## config.mk

```make
export PLATFORM = sky130hd
export DESIGN_NAME = ccu_cfg_ctrl
export DESIGN_NICKNAME = d
export VERILOG_FILES = /design/src/rtl/ccu_cfg_ctrl.sv
export SDC_FILE = /design/constraint.sdc
export NUM_CORES = 1
export LEC_CHECK = 0
export CORE_MARGIN = 2
export CORE_UTILIZATION = 47
export DETAILED_ROUTE_END_ITERATION = 8
export GPL_ROUTABILITY_DRIVEN = 0
export GPL_TIMING_DRIVEN = 0
export PLACE_DENSITY = 0.72
export SKIP_LAST_GASP = 1
export SYNTH_ARGS = -nofsm -noshare
export SYNTH_HDL_FRONTEND = slang
export SYNTH_SLANG_ARGS = --single-unit
```

## constraint.sdc

```tcl
create_clock -name clk_i -period 5.9 [get_ports clk_i]
set_input_delay 0.59 -clock clk_i [delete_from_list [all_inputs] [get_ports clk_i]]
set_output_delay 0.59 -clock clk_i [all_outputs]
set_load 0.01 [all_outputs]
```

## src/rtl/ccu_cfg_ctrl.sv

```systemverilog
// Runtime configuration controller for the CCU.
// Software programs shadow registers, then requests a commit. The controller
// quiesces all slave ports, waits for the per-port outstanding counters to
// drain, and applies the shadow set to the active outputs in one cycle.
module ccu_cfg_ctrl #(
   parameter int unsigned            NoSlvPorts    = 4,
   parameter int unsigned            RegAddrWidth  = 8,
   parameter int unsigned            OutstWidth    = 8,
   parameter int unsigned            CmAddrWidth   = 32,
   parameter int unsigned            TimeoutCycles = 1024,
   parameter logic [NoSlvPorts-1:0]  PortEnRst     = '1,
   parameter logic [CmAddrWidth-1:0] CmAddrBaseRst = '0
) (
   input  logic                    clk_i,
   input  logic                    rst_i,
   input  logic                    reg_req_i,
   input  logic                    reg_we_i,
   input  logic [RegAddrWidth-1:0] reg_addr_i,
   input  logic [31:0]             reg_wdata_i,
   output logic                    reg_ready_o,
   output logic                    reg_rvalid_o,
   output logic [31:0]             reg_rdata_o,
   output logic                    reg_err_o,
   input  logic [NoSlvPorts-1:0]   txn_start_i,
   input  logic [NoSlvPorts-1:0]   txn_end_i,
   output logic [NoSlvPorts-1:0]   quiesce_o,
   output logic [NoSlvPorts-1:0]   port_en_o,
   output logic                    snoop_en_o,
   output logic                    amo_hotfix_o,
   output logic [CmAddrWidth-1:0]  cm_addr_base_o,
   output logic                    cfg_update_o,
   output logic                    irq_o
);

   localparam int unsigned TmoWidth = (TimeoutCycles > 1) ? $clog2(TimeoutCycles) : 1;
   localparam logic [TmoWidth-1:0]   TmoLast = TmoWidth'(TimeoutCycles - 1);
   localparam logic [OutstWidth-1:0] CntMax  = '1;

   localparam logic [RegAddrWidth-1:0] AddrCtrl   = RegAddrWidth'('h00);
   localparam logic [RegAddrWidth-1:0] AddrPortEn = RegAddrWidth'('h04);
   localparam logic [RegAddrWidth-1:0] AddrMode   = RegAddrWidth'('h08);
   localparam logic [RegAddrWidth-1:0] AddrCmBase = RegAddrWidth'('h0C);
   localparam logic [RegAddrWidth-1:0] AddrStatus = RegAddrWidth'('h10);
   localparam logic [RegAddrWidth-1:0] AddrOutst  = RegAddrWidth'('h14);

   typedef enum logic [1:0] {IDLE, DRAIN, APPLY} state_e;

   state_e                  state_q;
   logic [TmoWidth-1:0]     tmo_q;
   logic [NoSlvPorts-1:0]   port_en_shadow_q;
   logic [1:0]              mode_shadow_q;
   logic [CmAddrWidth-1:0]  cm_shadow_q;
   // sticky[0] = timeout_err, sticky[1] = cnt_overflow, sticky[2] = cnt_underflow
   logic [2:0]              sticky_q, sticky_d;
   logic [OutstWidth-1:0]   cnt_q [NoSlvPorts];
   logic [OutstWidth-1:0]   cnt_d [NoSlvPorts];

   logic        busy, all_zero, ovf_evt, unf_evt, tmo_evt;
   logic        wr_ctrl, wr_port_en, wr_mode, wr_cm, wr_status;
   logic        commit, abort;
   logic        rsp_err;
   logic [31:0] rsp_rdata, outst_sum;
   logic [63:0] sum_wide;

   assign reg_ready_o = 1'b1;
   assign busy        = (state_q != IDLE);
   assign commit      = wr_ctrl & reg_wdata_i[0];
   assign abort       = wr_ctrl & reg_wdata_i[1];

   // Register decode: classify the request and build the read response.
   always_comb begin
      // NOTE: every comb output gets a default first so no path leaves it unassigned (no latch).
      rsp_err    = 1'b0;
      rsp_rdata  = '0;
      wr_ctrl    = 1'b0;
      wr_port_en = 1'b0;
      wr_mode    = 1'b0;
      wr_cm      = 1'b0;
      wr_status  = 1'b0;
      if (reg_req_i) begin
         unique case (reg_addr_i)
            AddrCtrl: begin
               // A commit while busy is refused; an abort alone is always accepted.
               if (reg_we_i) begin
                  if (reg_wdata_i[0] && busy) rsp_err = 1'b1;
                  else                        wr_ctrl = 1'b1;
               end
            end
            AddrPortEn: begin
               if (!reg_we_i)  rsp_rdata  = 32'(port_en_shadow_q);
               else if (busy)  rsp_err    = 1'b1;
               else            wr_port_en = 1'b1;
            end
            AddrMode: begin
               if (!reg_we_i)  rsp_rdata = 32'(mode_shadow_q);
               else if (busy)  rsp_err   = 1'b1;
               else            wr_mode   = 1'b1;
            end
            AddrCmBase: begin
               if (!reg_we_i)  rsp_rdata = 32'(cm_shadow_q);
               else if (busy)  rsp_err   = 1'b1;
               else            wr_cm     = 1'b1;
            end
            AddrStatus: begin
               if (reg_we_i) wr_status = 1'b1;
               else          rsp_rdata = {28'd0, sticky_q, busy};
            end
            AddrOutst: begin
               if (!reg_we_i) rsp_rdata = outst_sum;
            end
            // Unaligned addresses never match a word address and land here too.
            default: rsp_err = 1'b1;
         endcase
      end
   end

   // Next counter values and overflow/underflow events for all ports.
   always_comb begin
      cnt_d   = cnt_q;
      ovf_evt = 1'b0;
      unf_evt = 1'b0;
      for (int p = 0; p < NoSlvPorts; p++) begin
         if (txn_start_i[p] && !txn_end_i[p]) begin
            if (cnt_q[p] == CntMax) ovf_evt  = 1'b1;
            else                    cnt_d[p] = cnt_q[p] + OutstWidth'(1);
         end else if (txn_end_i[p] && !txn_start_i[p]) begin
            if (cnt_q[p] == '0) unf_evt  = 1'b1;
            else                cnt_d[p] = cnt_q[p] - OutstWidth'(1);
         end
      end
   end

   // Drain detection and the saturated total of outstanding transactions.
   always_comb begin
      sum_wide = '0;
      all_zero = 1'b1;
      for (int p = 0; p < NoSlvPorts; p++) begin
         sum_wide = sum_wide + 64'(cnt_q[p]);
         if (cnt_q[p] != '0) all_zero = 1'b0;
      end
      outst_sum = (|sum_wide[63:32]) ? '1 : sum_wide[31:0];
   end

   // A timeout only fires when neither abort nor a completed drain takes precedence.
   assign tmo_evt  = (state_q == DRAIN) && !abort && !all_zero && (tmo_q == TmoLast);
   // Newly raised events win over a write-1-to-clear in the same cycle.
   assign sticky_d = (sticky_q & ~(wr_status ? reg_wdata_i[3:1] : 3'b000))
                   | {unf_evt, ovf_evt, tmo_evt};

   // Commit sequencer: IDLE -> DRAIN -> APPLY -> IDLE, with registered outputs.
   always_ff @(posedge clk_i) begin
      if (rst_i) begin
         state_q        <= IDLE;
         tmo_q          <= '0;
         quiesce_o      <= '0;
         cfg_update_o   <= 1'b0;
         port_en_o      <= PortEnRst;
         snoop_en_o     <= 1'b0;
         amo_hotfix_o   <= 1'b0;
         cm_addr_base_o <= CmAddrBaseRst;
      end else begin
         // NOTE: sequential state uses non-blocking assignments so every flop samples pre-edge values.
         cfg_update_o <= 1'b0;
         unique case (state_q)
            IDLE: begin
               if (commit) begin
                  state_q   <= DRAIN;
                  tmo_q     <= '0;
                  quiesce_o <= '1;
               end
            end
            DRAIN: begin
               if (abort) begin
                  state_q   <= IDLE;
                  quiesce_o <= '0;
               end else if (all_zero) begin
                  state_q        <= APPLY;
                  cfg_update_o   <= 1'b1;
                  port_en_o      <= port_en_shadow_q;
                  snoop_en_o     <= mode_shadow_q[0];
                  amo_hotfix_o   <= mode_shadow_q[1];
                  cm_addr_base_o <= cm_shadow_q;
               end else if (tmo_q == TmoLast) begin
                  state_q   <= IDLE;
                  quiesce_o <= '0;
               end else begin
                  tmo_q <= tmo_q + TmoWidth'(1);
               end
            end
            APPLY: begin
               state_q   <= IDLE;
               quiesce_o <= '0;
            end
            default: begin
               state_q   <= IDLE;
               quiesce_o <= '0;
            end
         endcase
      end
   end

   // Shadow registers, sticky status, interrupt and register response.
   always_ff @(posedge clk_i) begin
      if (rst_i) begin
         port_en_shadow_q <= PortEnRst;
         mode_shadow_q    <= 2'b00;
         cm_shadow_q      <= CmAddrBaseRst;
         sticky_q         <= 3'b000;
         irq_o            <= 1'b0;
         reg_rvalid_o     <= 1'b0;
         reg_rdata_o      <= '0;
         reg_err_o        <= 1'b0;
      end else begin
         if (wr_port_en) port_en_shadow_q <= reg_wdata_i[NoSlvPorts-1:0];
         if (wr_mode)    mode_shadow_q    <= reg_wdata_i[1:0];
         if (wr_cm)      cm_shadow_q      <= reg_wdata_i[CmAddrWidth-1:0];
         sticky_q     <= sticky_d;
         irq_o        <= |sticky_d;
         reg_rvalid_o <= reg_req_i;
         reg_rdata_o  <= rsp_rdata;
         reg_err_o    <= rsp_err;
      end
   end

   // Per-port outstanding counters; they track in every FSM state.
   always_ff @(posedge clk_i) begin
      if (rst_i) begin
         // NOTE: the counter array is a handful of flops, not a RAM, so resetting every entry is intended.
         for (int p = 0; p < NoSlvPorts; p++) cnt_q[p] <= '0;
      end else begin
         for (int p = 0; p < NoSlvPorts; p++) cnt_q[p] <= cnt_d[p];
      end
   end

endmodule
```

==> run metrics, run 1 <==
Critical-path top delay cell sky130_fd_sc_hd__fa_1; Filler Cell Count 1,424; buffer type at the clock tree root sky130_fd_sc_hd__clkbuf_16; standard-cell row count 47; cells along the critical path inv_1 -> fa_1 -> fa_1 -> inv_1 -> ha_1 -> inv_1 -> fa_1 -> nor2b_1 -> o21a_1 -> o21ai_0 -> a21oi_1 -> xor2_1 -> a22oi_1 -> nor2_1; number of endpoints with negative hold slack in the final report 0; fraction of registers with async set/reset 0; Hold Path Origin cm_addr_base_o[13]$_SDFFE_PP0P_; Final Max Tran Viols 0; Fmax achieved roughly 0.30 GHz; x dimension of the die 132.7 um; CTS buffer count 17; worst-case setup slack after placement around 2.6 ns; synthesized flop and latch total 160; Flop pwr share 0.314; Total Routed Length 19,130 um; minimum clock period after layout roughly 3.3 ns; Yosys top cell by area sky130_fd_sc_hd__dfxtp_1; number of optimization iterations in the first detailed-route pass 5; starting utilization of the core area 0.4746; dominant cells by area after synthesis sky130_fd_sc_hd__dfxtp_1 (41%), sky130_fd_sc_hd__nand2_1 (8.3%), sky130_fd_sc_hd__ha_1 (6.7%); sink count of the clock tree 160; Worst Path Class, Setup flop to flop; number of global-route vias before repair 6,405; Synth-to-Final Area Change 28.08%; synthesized netlist net count 1,037; Hold-fix buffers, CTS 0; count of port buffers added during placement between 100 and 150; remaining antenna violation count after routing 0; WL/cell 14.69 um; gate count of the mapped netlist 923; post-synthesis sequential area ratio 0.4113; synthesized area just under 8000 sq um; area enclosed by the die boundary roughly 18,000 sq um; cell with the most instances after synthesis sky130_fd_sc_hd__nand2_1; warning count from the yosys run 0; average instance area after synthesis ~8.4 sq um; number of DRC violations after detailed routing 0; number of distinct standard cells referenced by the synthesized netlist 53; number of enable-type register cells in the synthesized netlist 0; Post-CTS Resized 0; maximum resistive drop on vdd between 0.2 and 0.25 mV; sort of element at the start of the critical path flop; path class of the lowest-slack min-delay path flop to flop; initial DRC count a little over 400; worst-skew pair later-pin latency 0.42 ns; setup total negative slack 0 ns; required arrival time at the worst endpoint 6.25 ns; CTS Buffer Depth 2; post-CTS setup-driven buffer insertion count 0; final worst setup slack 2.590 ns; first-pass GRT wire length 31,580 um; number of cells on the worst reg-to-reg path 14; Switch Pwr 1.514 mW; Top-Level Pins 131; final setup fails 0; biggest cell delay along the critical path 0.57 ns; detailed-route vias per instance 5.117; total power divided by cell area 422.3 nW/um^2; transition time of the tightest slew-check pin about 0.90 ns; deepest level of the CTS H-tree 4; clock transition at the registers of the reported paths 0.06 ns; number of max-cap violations 0; RSZ-0062 raised after global routing no; largest net degree at the start of global routing 17; utilization after layout 0.6079; global route total overflow 0; via count of the routed design ~6,700; worst hold path depth 2; Leakage Power 3.925 nW; Rel. slew slack 0.3934; height of the die 132.7 um; top_reg_cell synth sky130_fd_sc_hd__dfxtp_1; Power Internal around 2.7 mW; Antenna Diode Count 0; final worst-path cycle share 0.5610; Global Route Usage Sum 0.2233; floorplan core area 16,410 sq um; share of layout cells above drive strength 1 0.05268; worst-case clock skew 0.005172 ns; fraction of power spent switching nets 0.3593; top fanout value on the critical path 5; clock share of power 0.279; combinational share of power 0.407; antenna violations before repair 0; nets@finish 1,184; arrival time worst endpoint 3.66 ns; endpoint class of the critical path flop; start of the worst register-to-register path cnt_q[1]$_SDFFE_PP0P_; worst setup path startpoint cnt_q[1]$_SDFFE_PP0P_; HPWL after DPL around 15,000 um; share of the synthesized area in the top cell type 0.4113; CTS tree yes; ranking of synthesized cells by instance count sky130_fd_sc_hd__nand2_1 (172), sky130_fd_sc_hd__dfxtp_1 (160), sky130_fd_sc_hd__a21oi_1 (98); result of the run finished, final reports clean
==> registers in the layout (all words and copies together), names as in the netlist <==
signal	cells
reg_rdata_o	32
state_q	2
reg_err_o	1
port_en_shadow_q	4
irq_o	1
port_en_o	4
sticky_q	3
tmo_q	10
amo_hotfix_o	1
mode_shadow_q	2
cm_shadow_q	32
snoop_en_o	1
reg_rvalid_o	1
quiesce_o	1
cfg_update_o	1
cm_addr_base_o	32
cnt_q	32
==> power by group through the flow <==
| stage | combinational [mW] | sequential [mW] | clock [mW] |
|---|---|---|---|
| finish | 1.71 | 1.32 | 1.18 |
| global route | 1.95 | 1.34 | 1.25 |
| CTS | 1.72 | 1.32 | 1.19 |
| detailed placement | 1.70 | 1.34 | 0 |
| global placement | 1.67 | 1.34 | 0 |
| floorplan | 1.38 | 1.30 | 0 |
==> area by class of cell <==
cell class	instances	area, sq um	share of cell area
Tap cell	220	275.3	0.02760
Timing Repair Buffer	128	1281	0.1284
Clock buffer	17	425.4	0.04265
Sequential cell	160	3203	0.3211
Multi-Input combinational cell	654	4108	0.4118
Clock inverter	14	205.2	0.02057
Inverter	65	244.0	0.02446
Buffer	44	232.7	0.02333
==> path summary, 6_finish.rpt <==
path | endpoint | slack (ns)
setup / recovery | reg_rdata_o[7]$_SDFF_PP0_ | 2.59
hold / removal | cm_addr_base_o[13]$_SDFFE_PP0P_ | 0.46
setup reg to reg | reg_rdata_o[7]$_SDFF_PP0_ | 2.59
hold reg to reg | cm_addr_base_o[13]$_SDFFE_PP0P_ | 0.46
==> metal layers <==
layer | vias to the layer above | GRT usage | share of wire | wire [um]
met2 | 189 | 0.3854 | 0.48 | 9189
li1 | 3391 | - | - | -
met1 | 3041 | 0.2770 | 0.45 | 8515
met4 | 0 | 0.08722 | 0.026 | 504
met5 | - | 0 | 0 | 0
met3 | 41 | 0.04023 | 0.048 | 919
==> metrics by stage <==
| stage | area [sq um] | instances | total power, mW | hold WS (ns) |
|---|---|---|---|---|
| final | 9975 | 1302 | 4.212 | 0.4559 |
| after global routing | 9975 | 1302 | 4.540 | 0.4703 |
| after CTS | 9975 | 1302 | 4.239 | 0.4586 |
| after detailed placement | 9344 | 1271 | 3.048 | 0.4477 |
| after global placement | 9344 | 1271 | 3.012 | 0.4420 |
| after floorplan | 7787 | 923 | 2.683 | 0.4406 |
==> critical path: cells and delay by family, from the launching register on <==
| kind | cells | cell delay (ns) |
|---|---|---|
| AO/OA/AOI/OAI | 4 | 0.54 |
| XOR/XNOR | 1 | 0.21 |
| adder cells (fa/ha/maj) | 4 | 1.56 |
| buffers and inverters | 3 | 0.26 |
| flip-flops | 1 | 0.43 |
| AND/OR/NAND/NOR | 2 | 0.23 |
==> cell usage in the layout (no fill, tap or decap), types with 4 or more instances in the layout <==
cell type / instances
sky130_fd_sc_hd__nand2_1: 172
sky130_fd_sc_hd__dfxtp_1: 160
sky130_fd_sc_hd__clkdlybuf4s50_1: 128
sky130_fd_sc_hd__a21oi_1: 98
sky130_fd_sc_hd__nor2_1: 92
sky130_fd_sc_hd__inv_1: 65
sky130_fd_sc_hd__ha_1: 42
sky130_fd_sc_hd__xnor2_1: 38
sky130_fd_sc_hd__clkbuf_1: 27
sky130_fd_sc_hd__and3_1: 27
sky130_fd_sc_hd__fa_1: 20
sky130_fd_sc_hd__nand3_1: 19
sky130_fd_sc_hd__clkbuf_16: 17
sky130_fd_sc_hd__nor3_1: 16
sky130_fd_sc_hd__a21o_1: 13
sky130_fd_sc_hd__a211oi_1: 13
sky130_fd_sc_hd__nor4_1: 12
sky130_fd_sc_hd__buf_4: 11
sky130_fd_sc_hd__a22oi_1: 9
sky130_fd_sc_hd__mux2i_1: 9
sky130_fd_sc_hd__o21ai_0: 8
sky130_fd_sc_hd__xor2_1: 7
sky130_fd_sc_hd__nand4_1: 7
sky130_fd_sc_hd__nand2b_1: 5
sky130_fd_sc_hd__inv_6: 5
sky130_fd_sc_hd__nor2b_1: 4
sky130_fd_sc_hd__nand3b_1: 4
sky130_fd_sc_hd__a211o_1: 4
sky130_fd_sc_hd__o211ai_1: 4
sky130_fd_sc_hd__bufinv_16: 4
==> cells by family (layout without fill, tap and decap cells) <==
| logic type | after synthesis | count (layout) | synth area share |
|---|---|---|---|
| buffers and inverters | 109 | 268 | 0.06121 |
| xor gates and xnor gates | 45 | 45 | 0.05061 |
| other | 1 | 1 | 0.0004815 |
| muxes | 10 | 10 | 0.01301 |
| DFF | 160 | 160 | 0.4113 |
| AOI/OAI and AO/OA | 163 | 163 | 0.1271 |
| adders and majority gates | 62 | 62 | 0.1189 |
| and+or+nand+nor | 373 | 373 | 0.2174 |
Power figures use the tool's default switching activity.
==> inputs of run 2 (changes only) <==
==> constraint.sdc (replaced) <==
create_clock -name clk_i -period 3.25 [get_ports clk_i]
set_input_delay 0.325 -clock clk_i [delete_from_list [all_inputs] [get_ports clk_i]]
set_output_delay 0.325 -clock clk_i [all_outputs]
set_load 0.01 [all_outputs]
==> run metrics, run 2 (synthesis results as in run 1) <==
result of the run finished, final reports clean; number of global-route vias before repair 6,399; nets@finish about 1,200; maximum resistive drop on vdd 0.4391 mV; commonest non-fill, non-tap cell in the layout sky130_fd_sc_hd__nand2_1; antenna violations before repair 0; overall power consumption between 7 and 8 mW; final worst-path cycle share 0.9565; Antenna Diode Count 0; count of port buffers added during placement between 100 and 150; share of layout cells above drive strength 1 0.05823; path class of the lowest-slack min-delay path input port to flop; Power Internal 4.915 mW; number of optimization iterations in the first detailed-route pass 5; WL/cell 14.73 um; Worst Path Class, Setup flop to flop; setup total negative slack 0 ns; total power divided by cell area 768.3 nW/um^2; deepest level of the CTS H-tree 4; worst hold-check slack 0.3967 ns; global route total overflow 0; number of max-cap violations 0; standard-cell row count 47; Total Routed Length 19,180 um; remaining antenna violation count after routing 0; top fanout value on the critical path 5; total cell area at the placement stage 9344 sq um; transition time of the tightest slew-check pin 0.8957 ns; RSZ-0062 raised after global routing yes; combinational share of power 0.408; Flop pwr share 0.314; arrival time worst endpoint around 3.5 ns; height of the die 132.7 um; x dimension of the die 132.7 um; floorplan core area 16,410 sq um; final worst setup slack 0.1414 ns; Leakage Power 3.928 nW; Top-Level Pins 131; number of endpoints with negative hold slack in the final report 0; Rel. slew slack 0.3983; number of DRC violations after detailed routing 0; Hold-fix buffers, CTS 0; worst-case clock skew 0.005469 ns; first-pass GRT wire length around 32,000 um; Synth-to-Final Area Change 28.26%; utilization after layout 0.6088; fraction of power spent switching nets 0.3596; area of all placed cells without fillers 9988 sq um; worst-skew pair later-pin latency 0.42 ns; Switch Pwr 2.760 mW; largest net degree at the start of global routing 17; minimum clock period after layout 3.109 ns; worst-case setup slack after placement -0.02227 ns; buffer type at the clock tree root sky130_fd_sc_hd__clkbuf_16; Global Route Usage Sum 0.2232; post-CTS setup-driven buffer insertion count 0; starting utilization of the core area 0.4746; post-route non-filler standard cell count 1,302; sink count of the clock tree 160; clock transition at the registers of the reported paths 0.06 ns; sort of element at the start of the critical path flop; area enclosed by the die boundary 17,610 sq um; HPWL after DPL 14,580 um; Final Max Tran Viols 0; commonest cells after routing, fill and taps aside sky130_fd_sc_hd__nand2_1 (172), sky130_fd_sc_hd__dfxtp_1 (155), sky130_fd_sc_hd__clkdlybuf4s50_1 (128); number of cells in the design after placement 1,271; detailed-route vias per instance 5.123; CTS buffer count 17; Fmax achieved 0.3217 GHz; clock share of power 0.278; initial DRC count 377; CTS Buffer Depth 2; via count of the routed design 6,670; final setup fails 0; required arrival time at the worst endpoint 3.61 ns; CTS tree yes; endpoint class of the critical path flop
==> run 2: cell counts in the layout (fill, tap and decap cells not counted) <==
Identical to the previous run, type by type.
==> run 2: path summary, 6_finish.rpt <==
kind / depth (start not counted) / end / slack (ns) / start
max: 14 / reg_rdata_o[7]$_SDFF_PP0_ / 0.14 / cnt_q[1]$_SDFFE_PP0P_
min: 2 / reg_rvalid_o$_SDFF_PP0_ / 0.40 / rst_i
max reg2reg: 14 / reg_rdata_o[7]$_SDFF_PP0_ / 0.14 / cnt_q[1]$_SDFFE_PP0P_
min reg2reg: 2 / cm_addr_base_o[13]$_SDFFE_PP0P_ / 0.46 / cm_addr_base_o[13]$_SDFFE_PP0P_
==> run 2: power groups by stage <==
stage                     Combinational, mW  Sequential (mW)  Clock [mW]
final                                  3.13             2.41        2.13
after global routing                   3.55             2.45        2.26
after CTS                              3.13             2.40        2.17
after detailed placement               3.09             2.44           0
after global placement                 3.04             2.43           0
after floorplan                        2.51             2.36           0
==> run 2: what timing repair did <==
action | in CTS | in global routing
resized for setup | 3 | 6
pin swaps | 0 | 2
endpoints found under the setup margin | 1 | 3
==> run 2: final cells by class <==
| class | instances | area (sq um) |
|---|---|---|
| Fill cell | 1419 | 6419 |
| Multi-Input combinational cell | 654 | 4110 |
| Sequential cell | 160 | 3214 |
| Timing Repair Buffer | 128 | 1281 |
| Clock buffer | 17 | 425.4 |
| Tap cell | 220 | 275.3 |
| Inverter | 65 | 244.0 |
| Buffer | 44 | 232.7 |
| Clock inverter | 14 | 205.2 |
==> run 2: layer usage <==
layer | track usage | share of wire
met4 | 0.08722 | 0.026
met5 | 0 | 0
met3 | 0.04215 | 0.047
met2 | 0.3851 | 0.48
met1 | 0.2758 | 0.45
==> run 2: critical path: stages (launching register included) <==
cell and delay [ns]:
sky130_fd_sc_hd__dfxtp_4 0.38, sky130_fd_sc_hd__inv_1 0.09, sky130_fd_sc_hd__fa_1 0.56, sky130_fd_sc_hd__fa_1 0.41, sky130_fd_sc_hd__inv_1 0.07, sky130_fd_sc_hd__ha_1 0.18, sky130_fd_sc_hd__inv_1 0.06, sky130_fd_sc_hd__fa_2 0.35
sky130_fd_sc_hd__nor2b_1 0.12, sky130_fd_sc_hd__o21a_1 0.13, sky130_fd_sc_hd__o21ai_1 0.09, sky130_fd_sc_hd__a21oi_1 0.20, sky130_fd_sc_hd__xor2_1 0.20, sky130_fd_sc_hd__a22oi_1 0.09, sky130_fd_sc_hd__nor2_1 0.10
==> inputs of run 3 (changes only) <==
--- a/config.mk
+++ b/config.mk
@@ -7,6 +7,7 @@
 export LEC_CHECK = 0
 export CORE_MARGIN = 2
 export CORE_UTILIZATION = 47
+export CTS_CLUSTER_DIAMETER = 100
 export DETAILED_ROUTE_END_ITERATION = 8
 export GPL_ROUTABILITY_DRIVEN = 0
 export GPL_TIMING_DRIVEN = 0
==> results of run 3 <==
No change in the layout: final DEF, timing and power equal those of run 2.
